==> src/rtl/period_sequencer_pkg.sv <==
// period_sequencer_pkg: state encoding, default phase durations and level limits
package period_sequencer_pkg;
    typedef enum logic [2:0] {IDLE, PRE, GAME, ANSWER, POST, JUDGE, OVER} seqState;
    localparam int DEF_PRE_SECS    = 3;
    localparam int DEF_GAME_SECS   = 10;
    localparam int DEF_ANSWER_SECS = 5;
    localparam int DEF_POST_SECS   = 3;
    localparam int DEF_MAX_LEVEL   = 9;
    localparam int DEF_JUDGE_TO    = 16;
    function automatic logic isTimed(seqState s);
        return s inside {PRE, GAME, ANSWER, POST};
    endfunction
endpackage

==> src/rtl/period_sequencer_sec_tick_gen.sv <==
// period_sequencer_sec_tick_gen: synchronizes Clk1Hz and emits a 1-cycle tick per rising edge
module period_sequencer_sec_tick_gen (
    input  logic Clk100M,
    input  logic reset,
    input  logic Clk1Hz,
    output logic secTick
);
    logic [2:0] syncQ;
    always_ff @(posedge Clk100M) begin
        if (reset) begin
            syncQ   <= '0;
            secTick <= 1'b0;
        end else begin
            syncQ   <= {syncQ[1:0], Clk1Hz};
            secTick <= syncQ[1] & ~syncQ[2];
        end
    end
endmodule

==> src/rtl/period_sequencer.sv <==
// period_sequencer: level FSM prelim -> game -> answer -> post -> judge with phase timers
module period_sequencer
    import period_sequencer_pkg::*;
#(
    parameter int PRE_SECS    = DEF_PRE_SECS,
    parameter int GAME_SECS   = DEF_GAME_SECS,
    parameter int ANSWER_SECS = DEF_ANSWER_SECS,
    parameter int POST_SECS   = DEF_POST_SECS,
    parameter int MAX_LEVEL   = DEF_MAX_LEVEL,
    parameter int JUDGE_TO    = DEF_JUDGE_TO
) (
    input  logic       Clk100M,
    input  logic       reset,
    input  logic       Clk1Hz,
    input  logic       startBtn,
    input  logic       incLevel,
    input  logic       lose,
    output logic       prelimSig,
    output logic       gameSig,
    output logic       answerSig,
    output logic       postSig,
    output logic       startGen,
    output logic       stopGen,
    output logic       stopCount,
    output logic       levelComplete,
    output logic       pre,
    output logic       game,
    output logic       answer,
    output logic       post,
    output logic [7:0] secsLeft,
    output logic [3:0] curLevel,
    output logic       gameOver,
    output logic       win
);
    localparam int CW = $clog2(JUDGE_TO + 1);

    seqState        stateQ, stateD;
    logic [7:0]     secsD;
    logic [3:0]     levelD;
    logic           winD, enter, expire, secTick;
    logic [CW-1:0]  waitQ, waitD;

    period_sequencer_sec_tick_gen tickGen (
        .Clk100M(Clk100M),
        .reset  (reset),
        .Clk1Hz (Clk1Hz),
        .secTick(secTick)
    );

    function automatic logic [7:0] phaseSecs(seqState s);
        return s == PRE    ? 8'(PRE_SECS)    :
               s == GAME   ? 8'(GAME_SECS)   :
               s == ANSWER ? 8'(ANSWER_SECS) :
               s == POST   ? 8'(POST_SECS)   : 8'd0;
    endfunction

    assign expire = secTick && secsLeft == 8'd1;

    always_comb begin
        stateD = stateQ;
        levelD = curLevel;
        winD   = win;
        waitD  = waitQ;
        case (stateQ)
            IDLE:   stateD = startBtn ? PRE : IDLE;
            PRE:    stateD = expire ? GAME : PRE;
            GAME:   stateD = expire ? ANSWER : GAME;
            ANSWER: stateD = expire ? POST : ANSWER;
            POST:   stateD = expire ? JUDGE : POST;
            JUDGE: begin
                if (lose) begin
                    stateD = OVER;
                    winD   = 1'b0;
                end else if (incLevel) begin
                    if (curLevel < 4'(MAX_LEVEL)) begin
                        levelD = curLevel + 4'd1;
                        stateD = PRE;
                    end else begin
                        stateD = OVER;
                        winD   = 1'b1;
                    end
                end else if (waitQ == CW'(JUDGE_TO - 1)) begin
                    stateD = OVER;
                end else begin
                    waitD = waitQ + CW'(1);
                end
            end
            OVER: begin
                if (startBtn) begin
                    levelD = 4'd1;
                    winD   = 1'b0;
                    stateD = PRE;
                end
            end
            default: stateD = IDLE;
        endcase
        // every transition changes state, so entry is simply "state differs"
        enter = stateD != stateQ;
        secsD = enter ? phaseSecs(stateD) :
                (isTimed(stateQ) && secTick && secsLeft > 8'd1) ? secsLeft - 8'd1 : secsLeft;
    end

    always_ff @(posedge Clk100M) begin
        if (reset) begin
            stateQ        <= IDLE;
            secsLeft      <= 8'd0;
            curLevel      <= 4'd1;
            win           <= 1'b0;
            waitQ         <= '0;
            prelimSig     <= 1'b0;
            gameSig       <= 1'b0;
            answerSig     <= 1'b0;
            postSig       <= 1'b0;
            startGen      <= 1'b0;
            stopGen       <= 1'b0;
            stopCount     <= 1'b0;
            levelComplete <= 1'b0;
            pre           <= 1'b0;
            game          <= 1'b0;
            answer        <= 1'b0;
            post          <= 1'b0;
            gameOver      <= 1'b0;
        end else begin
            stateQ        <= stateD;
            secsLeft      <= secsD;
            curLevel      <= levelD;
            win           <= winD;
            waitQ         <= enter ? '0 : waitD;
            prelimSig     <= enter && stateD == PRE;
            gameSig       <= enter && stateD == GAME;
            answerSig     <= enter && stateD == ANSWER;
            postSig       <= enter && stateD == POST;
            startGen      <= enter && stateD == GAME;
            stopGen       <= enter && stateD == ANSWER;
            stopCount     <= enter && stateD == POST;
            levelComplete <= enter && stateD == JUDGE;
            pre           <= stateD == PRE;
            game          <= stateD == GAME;
            answer        <= stateD == ANSWER;
            post          <= stateD == POST;
            gameOver      <= stateD == OVER;
        end
    end
endmodule

==> config.mk <==
export PLATFORM = sky130hd
export DESIGN_NAME = period_sequencer
export DESIGN_NICKNAME = d
export VERILOG_FILES = /design/src/rtl/period_sequencer_pkg.sv /design/src/rtl/period_sequencer_sec_tick_gen.sv /design/src/rtl/period_sequencer.sv
export SDC_FILE = /design/constraint.sdc
export NUM_CORES = 1
export LEC_CHECK = 0
export BUFFER_PORTS_ARGS = -buffer_cell sky130_fd_sc_hd__buf_2
export CORE_UTILIZATION = 54
export DETAILED_ROUTE_END_ITERATION = 16
export HOLD_SLACK_MARGIN = 0.02
export PLACE_DENSITY = 0.78
export SKIP_LAST_GASP = 1
export SLEW_MARGIN = 0
export SYNTH_ARGS = -nofsm -noshare
export SYNTH_HDL_FRONTEND = slang
export SYNTH_SLANG_ARGS = --single-unit
==> constraint.sdc <==
create_clock -name Clk100M -period 2.9 [get_ports Clk100M]
set_input_delay 0.58 -clock Clk100M [delete_from_list [all_inputs] [get_ports Clk100M]]
set_output_delay 0.58 -clock Clk100M [all_outputs]
set_load 0.02 [all_outputs]
==> impl_results.md <==
- Status: complete, no violations
- Routability cong.: 0.885
- Root Driver: clkbuf_4
- Die height: 58.1 µm
- Number of synthesized flops with an enable pin: 0
- DR vias: 1385
- H-tree Lvls: 2
- Fmax: 0.393 GHz
- DRT antenna net count: 0
- Syn Area/Cell: 9.10 µm²
- Synth area leaders: dfxtp_1 (41%), ha_1 (4.4%), nor2_1 (4.4%)
- Vias per std cell: 5.37
- Largest net degree at the start of global routing: 14
- Vias in the first global route: 1257
- Area delta synth->final: 12.1%
- Hold Crit Endpoint: tickGen.secTick
- Yosys cell types: 49
- Std-Cell Rows: 20
- Minimum clock period: 2.54 ns
- Hold Buf Count CTS: 0
- Sequential element share of the synthesized area: 41.2%
- Clock tree buffer depth: 2
- Wire per inst: 12.8 µm
- Post-synthesis xor/xnor area fraction: 5.15%
- Core area: 0.00303 mm²
- CTS resizes: 0
- Die Wd: 58.1 µm
- Register Area: 701 µm²
- Async set or reset register ratio after synthesis: 0%
- Unrepaired setup endpoints after global routing: no
- Crit end category: flip-flop
- Post-synth top area share: 41.2%
- Nets: 226
- Final WL: 3300 µm
- Pleak: 0.000850 µW
- Total die area: 0.00338 mm²
- Multi-input logic area: 888 µm²
- Top cell type by total area after synthesis: dfxtp_1
- Crit-path max FO: 10
- Remaining Overflow, GRT: 0
- CTS clk-pin slew, worst paths: 0.10 ns
- Hold Crit Start: tickGen.syncQ[2]
- I/O pins: 32
- Reg-to-Reg End: secsLeft[1]
- Least-Margin Pin Slew: 0.555 ns
- Number of setup buffers added after CTS: 0
- Max Cap Viol: 0
- Setup violators final: 0
- Count leader, synth: dfxtp_1
- CTS tree: built
- Most instantiated cells after synthesis: dfxtp_1 (35), nor2_1 (20), nand2_1 (14)
- Final hold slack: 0.388 ns
- Hold path cells: 1
- Hold crit path type: reg2reg
- Clock sinks: 35
- Synthesized area: 0.00170 mm²
- Initial cell density of the core: 56.2%
- Syn_nets: 199
- Final Hold Fails: 0
- Flops & latches, synth: 35
- Total track usage: 22.0%
- Clk Latency, worst-skew pair: 0.33 ns
- Share of layout cells above drive strength 1: 23.4%
- Cells after Synth: 187
- Hpwl dp: 2420 µm
- Initial antenna violation count: 0
- Post-Synth Simple-Gate Area: 24.3%
- DR iter-0 viols: 70
- Slew HR: 62.5%
- Final slew viol count: 0
- Synth Area in Compound Gates: 13.5%
- Worst EP arrival: 2.77 ns
- IO buf count: 31
- Critical Path RT: 3.12 ns
- FF-to-FF path depth: 8
- Pwr Density: 487 mW/mm²
- Critical setup path kind: reg2reg
- # DRC: 0
- Total CTS buffers: 5
- N_diodes: 0
- DRT Pass-1 Iters: 4
- Layout Skew: 0.00330 ns
- Launching point of the worst reg2reg path: secsLeft[0]
- Yosys warns: 0
- Synth Flop Type: dfxtp_1
- Worst vdd ir: 0.286 mV
- Reg2Reg Setup Slack: 0.36 ns
- First-pass GRT wire length: 5590 µm
- Period utilization: 87.7%
- Startpoint types: flip-flop
- Fill count: 256
- Largest family of logic cells by synthesized area: simple AND/OR/NAND/NOR gates
- Setup TNS: 0 ns
- Adder-Cell Fraction of Synth Area: 4.41%
- Mux cell area share after synthesis: 4.85%
==> kinds of logic after synthesis <==
kind of cell | Yosys count
compound gates | 32
xor+xnor | 10
fa+ha+maj | 6
buf+inv | 21
flops | 35
mux | 6
simple gates | 77
==> layout make-up <==
cell class                 instances  share of cell area (%)
clock inverter                     1                    1.57
tap                               44                    2.89
inverter                          10                    1.97
timing repair buffer              31                    8.13
clock buffer                       6                    2.16
multi-input combinational        131                    46.6
sequential                        35                    36.7
==> state kept, by name, summed over array words and instances (netlist names), 3 cells and up <==
| name | count |
|---|---|
| secsLeft | 8 |
| waitQ | 5 |
| curLevel | 4 |
| stateQ | 3 |
| tickGen.syncQ | 3 |
==> per-stage QoR <==
step / total power, µW / std cells / worst slack (ns) / util (%) / cell area, µm²
2_1_floorplan: 583 / 187 / 0.528 / - / 1700
3_3_place_gp: 604 / 251 / 0.430 / 60.7 / 1840
3_5_place_dp: 607 / 251 / 0.401 / 60.7 / 1840
4_1_cts: 933 / 258 / 0.366 / 63.0 / 1910
5_1_grt: 967 / 258 / 0.173 / 63.0 / 1910
6_report: 930 / 258 / 0.358 / 63.0 / 1910
==> layout by cell type (no fill, tap or decap), types with 2 or more instances in the layout <==
| master | count |
|---|---|
| o21ai_0 | 6 |
| xnor2_1 | 5 |
| mux2i_1 | 3 |
| clkbuf_4 | 5 |
| nor2_1 | 20 |
| buf_2 | 31 |
| nand2b_1 | 2 |
| nor3_2 | 2 |
| nand4_1 | 2 |
| a211o_1 | 2 |
| a211oi_1 | 4 |
| nor3_1 | 10 |
| xor2_1 | 5 |
| nor2_2 | 2 |
| o211a_1 | 2 |
| nand3_1 | 4 |
| and3_1 | 2 |
| nand2_1 | 14 |
| a21oi_1 | 8 |
| nor2b_1 | 6 |
| ha_1 | 6 |
| or3_1 | 2 |
| inv_1 | 10 |
| mux2_4 | 2 |
| dfxtp_1 | 35 |
==> worst max-delay path, stage by stage, from the launching register on <==
cell and delay [ns]:
dfxtp_1 0.43, ha_1 0.20, nand2_1 0.05, and4bb_1 0.43
mux2_4 0.33, a211o_1 0.42, xor2_1 0.21, a211oi_1 0.28
nor3_1 0.08
==> worst max path at each step <==
stage | from | to | slack, ns | depth (start not counted)
floorplan | secsLeft[0] | secsLeft[1] | 0.53 | 10
global placement | secsLeft[0] | secsLeft[1] | 0.43 | 8
detailed placement | secsLeft[0] | secsLeft[1] | 0.40 | 8
CTS | secsLeft[0] | secsLeft[1] | 0.37 | 8
global route | waitQ[0] | waitQ[4] | 0.17 | 8
finish | secsLeft[0] | secsLeft[1] | 0.36 | 8
==> where the power goes <==
group	internal, µW	switching (µW)
registers	491	12.0
clock network	178	155
logic	35.8	58.4
total	705	225
==> per-layer routing <==
metal	global-route usage [%]	routed length, µm	vias up
li1	-	-	700
met1	28.8	1590	644
met2	34.2	1510	36
met3	6.25	138	5
met4	9.18	57	0
met5	0	0	-
Power figures use the tool's default switching activity.
